## src/rtl/mem_ctrl.sv

```systemverilog
// mem_ctrl: load/store controller between the CPU memory stage and a
// 32-bit x 2^WORDS_LOG2 word data SRAM. One request per handshake, checked
// for alignment/range, sub-word stores done as read-modify-write in a single
// ACCESS cycle using the SRAM's combinational read port.
module mem_ctrl #(
  parameter int WORDS_LOG2 = 7
) (
  input  logic                  clk,
  input  logic                  reset,
  input  logic                  req_valid,
  output logic                  req_ready,
  input  logic                  req_we,
  input  logic [1:0]            req_size,
  input  logic                  req_signed,
  input  logic [31:0]           req_addr,
  input  logic [31:0]           req_wdata,
  output logic                  resp_valid,
  input  logic                  resp_ready,
  output logic [31:0]           resp_rdata,
  output logic                  resp_err,
  output logic [WORDS_LOG2-1:0] read1_addr,
  input  logic [31:0]           read1_data,
  output logic [WORDS_LOG2-1:0] read2_addr,
  output logic [WORDS_LOG2-1:0] write_addr,
  output logic [31:0]           write_data,
  output logic                  write_enable
);

  typedef enum logic [1:0] {IDLE, ACCESS, RESP} state_t;

  state_t      state_q;
  logic        we_q, sgn_q, err_q;
  logic [1:0]  size_q;
  logic [31:0] addr_q, wdata_q, rdata_q;

  logic        err_d;
  logic [31:0] load_d, merge_d;
  logic [7:0]  byte_sel;
  logic [15:0] half_sel;

  assign byte_sel = 8'(read1_data >> {addr_q[1:0], 3'b000});
  assign half_sel = addr_q[1] ? read1_data[31:16] : read1_data[15:0];

  // Request legality: illegal size, misalignment, or beyond the SRAM byte range.
  always_comb begin
    err_d = (size_q == 2'b11)
          | ((size_q == 2'b01) & addr_q[0])
          | ((size_q == 2'b10) & (addr_q[1:0] != 2'b00))
          | (|addr_q[31:WORDS_LOG2+2]);
  end

  // Lane extraction with sign/zero extension for loads.
  always_comb begin
    load_d = 32'h0;
    case (size_q)
      2'b00:   load_d = sgn_q ? {{24{byte_sel[7]}}, byte_sel} : {24'h0, byte_sel};
      2'b01:   load_d = sgn_q ? {{16{half_sel[15]}}, half_sel} : {16'h0, half_sel};
      2'b10:   load_d = read1_data;
      default: load_d = 32'h0;
    endcase
  end

  // Store merge: old word with the addressed lanes replaced by right-aligned wdata.
  always_comb begin
    merge_d = read1_data;
    case (size_q)
      2'b00: merge_d[addr_q[1:0]*8 +: 8] = wdata_q[7:0];
      2'b01: merge_d[addr_q[1]*16 +: 16] = wdata_q[15:0];
      2'b10: merge_d = wdata_q;
      default: merge_d = read1_data;
    endcase
  end

  assign req_ready    = (state_q == IDLE);
  assign resp_valid   = (state_q == RESP);
  assign resp_rdata   = rdata_q;
  assign resp_err     = err_q;
  assign read1_addr   = addr_q[WORDS_LOG2+1:2];
  assign write_addr   = addr_q[WORDS_LOG2+1:2];
  assign read2_addr   = '0;
  // The write strobe is purely a function of the registered state so an
  // async reset during ACCESS kills it immediately.
  assign write_enable = (state_q == ACCESS) & we_q & ~err_d;
  assign write_data   = write_enable ? merge_d : 32'h0;

  // Controller FSM with registered response outputs.
  always_ff @(posedge clk or negedge reset) begin
    if (!reset) begin
      state_q <= IDLE;
      we_q    <= 1'b0;
      sgn_q   <= 1'b0;
      size_q  <= 2'b00;
      addr_q  <= 32'h0;
      wdata_q <= 32'h0;
      rdata_q <= 32'h0;
      err_q   <= 1'b0;
    end else begin
      case (state_q)
        IDLE: if (req_valid) begin
          we_q    <= req_we;
          sgn_q   <= req_signed;
          size_q  <= req_size;
          addr_q  <= req_addr;
          wdata_q <= req_wdata;
          state_q <= ACCESS;
        end
        ACCESS: begin
          err_q   <= err_d;
          rdata_q <= (err_d | we_q) ? 32'h0 : load_d;
          state_q <= RESP;
        end
        RESP: if (resp_ready) state_q <= IDLE;
        default: state_q <= IDLE;
      endcase
    end
  end

endmodule
```

## config.mk

```make
export PLATFORM = sky130hd
export DESIGN_NAME = mem_ctrl
export DESIGN_NICKNAME = d
export VERILOG_FILES = /design/src/rtl/mem_ctrl.sv
export SDC_FILE = /design/constraint.sdc
export NUM_CORES = 1
export LEC_CHECK = 0
export ABC_AREA = 1
export CAP_MARGIN = 30
export CORE_MARGIN = 8
export CORE_UTILIZATION = 45
export CTS_CLUSTER_SIZE = 25
export DETAILED_ROUTE_END_ITERATION = 16
export PLACE_DENSITY = 0.77
export SYNTH_ARGS = -nofsm -noshare
export SYNTH_HDL_FRONTEND = slang
export SYNTH_SLANG_ARGS = --single-unit
```

## constraint.sdc

```tcl
create_clock -name clk -period 2.85 [get_ports clk]
set_input_delay 0.57 -clock clk [delete_from_list [all_inputs] [get_ports clk]]
set_output_delay 0.57 -clock clk [all_outputs]
set_load 0.01 [all_outputs]
```

* Word level (Yosys, flattened, before mapping)
Index checks and enable logic that the tools add are counted.
** Storage, ports and cells
- Flip-flop bits (word level) :: 103
- Bits of input ports :: 104
** Operators by class
- Add/subtract/negate cells :: 2
- Equal/unequal tests :: 7
- Shifts and indexed selects :: 5
- Multiplexer cells :: 12
- Bitwise logic cells :: 9
- Reduce and logical (&&, ||, !) cells :: 6
** Operators with widths (number)
- $pmux W32 S3 :: 2
- $mux W32 :: 4
- $neg A5 Y34 :: 2
- $bwmux W32 :: 2
- $shift A16 B34 Y32 const A :: 1
- $shift A8 B34 Y32 const A :: 1
- $shiftx A16 B34 Y32 :: 1
- $shiftx A8 B34 Y32 :: 1
- $shr A32 B5 Y8 :: 1
- $reduce_or A23 Y1 :: 1
- $mux W16 :: 1
- $eq A2 B2 Y1 const B :: 3
- $pmux W2 S3 :: 1
- $and A1 B1 Y1 :: 4
- $eq A2 B1 Y1 const B :: 2
- $logic_not A2 Y1 :: 2
- $mux W2 :: 2
- $or A1 B1 Y1 :: 4
- $reduce_and A2 Y1 :: 2
- $ne A2 B1 Y1 const B :: 1
- $ne A2 B2 Y1 const B :: 1
- $reduce_bool A2 Y1 :: 1
- $not A1 Y1 :: 1

* Longest topological paths before layout
- Depth in word-level cells :: 8
- Gate-level depth with buffers :: 11
- Mapped depth without buffers :: 9

* Least setup slack after synthesis
OpenSTA, ideal clock, no wires.
- Path type :: register to output
- From :: register addr_q[0]
- To :: output write_data[0]
- Arrival :: 1.964 ns
- Setup slack :: 0.316 ns
- Cell stages (with the launch flop) :: 9
- Path buffers :: 1
- Cell sequence :: dfrtp_1 > inv_2 > buf_1 > ha_1 > inv_1 > nand3_1 > o21ai_2 > a21oi_1 > nor2_1
** Between the ends
- Longest elaborated chain between the ends :: 7
- Elaborated cells on any way between the ends :: 14
- Those cells by class :: add/sub: 1; shift: 2; mux: 3; bitwise: 7; reduce/logical: 1
** RTL lines
- start, declared :: line 34 : logic [31:0] addr_q, wdata_q, rdata_q;
- start signal, assigned :: line 103 : addr_q <= req_addr;
- parallel branches: the longest is 6 deep, another holds $neg A5 Y34
- $mux W32 * :: line 84 : assign write_data = write_enable ? merge_d : 32'h0;
- end, declared :: line 25 : output logic [31:0] write_data,
Every way passes the cells marked *.

* Final worst setup path
- From :: register addr_q[0]
- To :: output write_data[2]
Same word-level chain as after synthesis.

==> impl_metrics.toml <==
[detailed_routing]
dr.first_iter.drc_count = 546
drc_errors = 0
post_drt_via_cell_ratio = 5.062
ant_nets = 0
avgRoutedWirePerCell_microns = 15.84
routed_wl_microns = 21610
first_pass_iters = 5
vias = 6905

[clock_network]
cts-buffers-inserted = 9
hold_buffers = 0
clk_latency_ns = 0.37
cts_tree = "done"
cts_max_level = 3
path_clk_slew_ns = 0.07
cts_root_buffer = "clkbuf_16"
clk_path_buf_depth = 2
clkSinkCount = 103

[timing]
tns_ns = 0
worst_pin_slew_ns = 0.5503
maxSlewHeadroom_pct = 63.31
timing.final.crit_share_pct = 97.42
fmax_ghz = 0.3602
maxSlewViolCount = 0
finalSetupViolations = 0
rsz0062_at_grt = "false"
finalClockSkew_ns = 0.01538
period_minus_slack_ns = 2.776
hold_viol = 0

[logic_synthesis]
ys_types = 27
synth_common_cells = "nand2_1, nor2_1, dfrtp_1"
synth-seq-cells = 103
synth_sequential_area_ratio_pct = 39.77
async_reset_ff_share_pct = 100.0
synth_area_leaders = "dfrtp_1, nand2_1, nor2_1"
synth_cells = 1006
netlist_area_sq_um = 6481
yosysWarnings = 0
yosys.area.top_type = "dfrtp_1"
syn_area_per_cell_sq_um = 6.443
synth_top_area_share_pct = 39.77
ys.flop_type = "dfrtp_1"
synth-edff-count = 0
yosysMostFrequentCell = "nand2_1"

[cells_and_area]
antenna-diode-count = 0
layout.nets = 1284
syn_to_final_growth_pct = 35.19
design_area_sq_um = 8762
drive_above_1_share_pct = 9.831
fin_cells = 1364
fin_util_pct = 61.21

[worst_setup_path]
path_class = "reg2out"
r2r-start = "size_q[0]"
arrival_ns = 2.21
worst_r2r_endpoint = "resp_rdata[31]"
crit_fanout = 5
reg2reg_depth = 9
start_kind = "register"
worst_setup_path_end_kind = "primary output"
r2r_setup_slack_ns = 1.07
cp_data_required_time_ns = 2.28

[power]
power.leakage_nw = 4.519
pwr_density_cell_nw_per_um2 = 908.3
ir_drop_v = 0.0005612

[worst_hold_path]
hp-class = "in2async"

[global_route]
grt_start_max_net_pins = 65
grt_use_total_pct = 23.40
gr-total-overflow = 0
first_global_vias = 6605
grt_first_pass_wirelength_microns = 34140
antenna_found_initial = 0

[die]
io_pins = 193
die_w_microns = 136.0
dieArea_sq_um = 18500
dieHeight_microns = 136.0
row_count = 44
design.core.area_sq_um = 14310
initial_core_util_pct = 45.28

[place]
gp_congestion = 0.9445
port_buffers = 185
dpl_cell_area_sq_um = 8528
dp_hpwl_microns = 16240
dp_cells = 1344

[outcome]
outcome = "complete, no violations"

[flow_run]
max_cap_violations = 0
-- power breakdown --
group	leakage, nW	total (W)	switching, W	internal [W]
registers	1.32	0.00224	0.000304	0.00194
clock network	0.143	0.00125	0.000602	0.000648
logic	3.06	0.00447	0.00278	0.00168
total	4.52	0.00796	0.00369	0.00427
-- critical path, stage by stage, from the launching register on --
cell             delay (ns)
dfrtp_1                0.43
inv_2                  0.10
ha_2                   0.30
inv_2                  0.08
nand3_2                0.09
o21ai_4                0.29
buf_6                  0.15
a21oi_1                0.05
nor2_1                 0.09
clkdlybuf4s15_1        0.24
-- timing repair --
action / in CTS / in global routing
pin swaps: 0 / 2
gates resized for setup: 45 / 61
setup endpoints to repair: 33 / 31
endpoints found under the hold margin: 0 / 0
setup buffers: 3 / 1
-- cell type report --
type	instances	area (sq um)
fillers	1416	5552
well taps	184	230.2
repair buffers	227	2106
clock buffers	11	252.7
clock inverters	5	38.79
inverters	66	247.7
flip-flops and latches	103	2579
multi-input cells	768	3308
-- metrics by stage --
step	setup WS, ns	power, W	hold WS [ns]
4_1_cts	0.002833	0.007890	0.2046
5_1_grt	0.01407	0.008598	0.2311
6_report	0.07358	0.007959	0.1941
2_1_floorplan	0.3159	0.005153	0.2744
3_3_place_gp	0.06708	0.006456	0.4630
3_5_place_dp	0.06964	0.006509	0.4658
-- cells in the final DEF, fill, tap and decap left out, drive strengths merged --
master         Yosys  layout
a21oi             51      51
inv               66      68
o22ai              5       5
o21ai             80      80
clkdlybuf4s15      0       5
nand3             52      52
nor3               1       1
nor2             112     112
clkinvlp           0       1
dlygate4sd2        0       2
nand2            445     445
conb               1       7
clkinv             0       2
clkbuf            29      36
o211ai             1       1
buf               46      44
a22oi              8       8
or2                1       1
ha                 5       5
clkdlybuf4s50      0     151
dfrtp            103     103
-- state kept, by name (all words and copies together), names as in the netlist --
signal and count:
state_q 2, resp_err 1, wdata_q 32, addr_q 32, we_q 1, sgn_q 1
size_q 2, resp_rdata 32
-- worst max path at each step --
stage	endpoint	depth (start not counted)	slack [ns]	start
global route	write_data[0]	9	0.01	addr_q[0]
floorplan	write_data[0]	8	0.32	addr_q[0]
finish	write_data[2]	9	0.07	addr_q[0]
global placement	write_data[19]	6	0.07	read1_data[19]
detailed placement	write_data[19]	6	0.07	read1_data[19]
CTS	write_data[6]	10	0.003	addr_q[0]
-- layer usage --
metal  track usage (%)  wire (microns)
met5                 0               0
met4             6.955             513
met3             6.984            1949
met2             37.28            9865
met1             30.06            9277
-- cell families (layout without fill, tap and decap cells) --
| group | Yosys count | after routing | synth area share, % |
|---|---|---|---|
| AO/OA/AOI/OAI | 145 | 145 | 11.70 |
| adder cells (fa/ha/maj) | 5 | 5 | 0.9653 |
| buffers and inverters | 141 | 309 | 10.08 |
| flip-flops | 103 | 103 | 39.77 |
| other | 1 | 7 | 0.05786 |
| AND/OR/NAND/NOR | 611 | 611 | 37.43 |
Power figures use the tool's default switching activity.
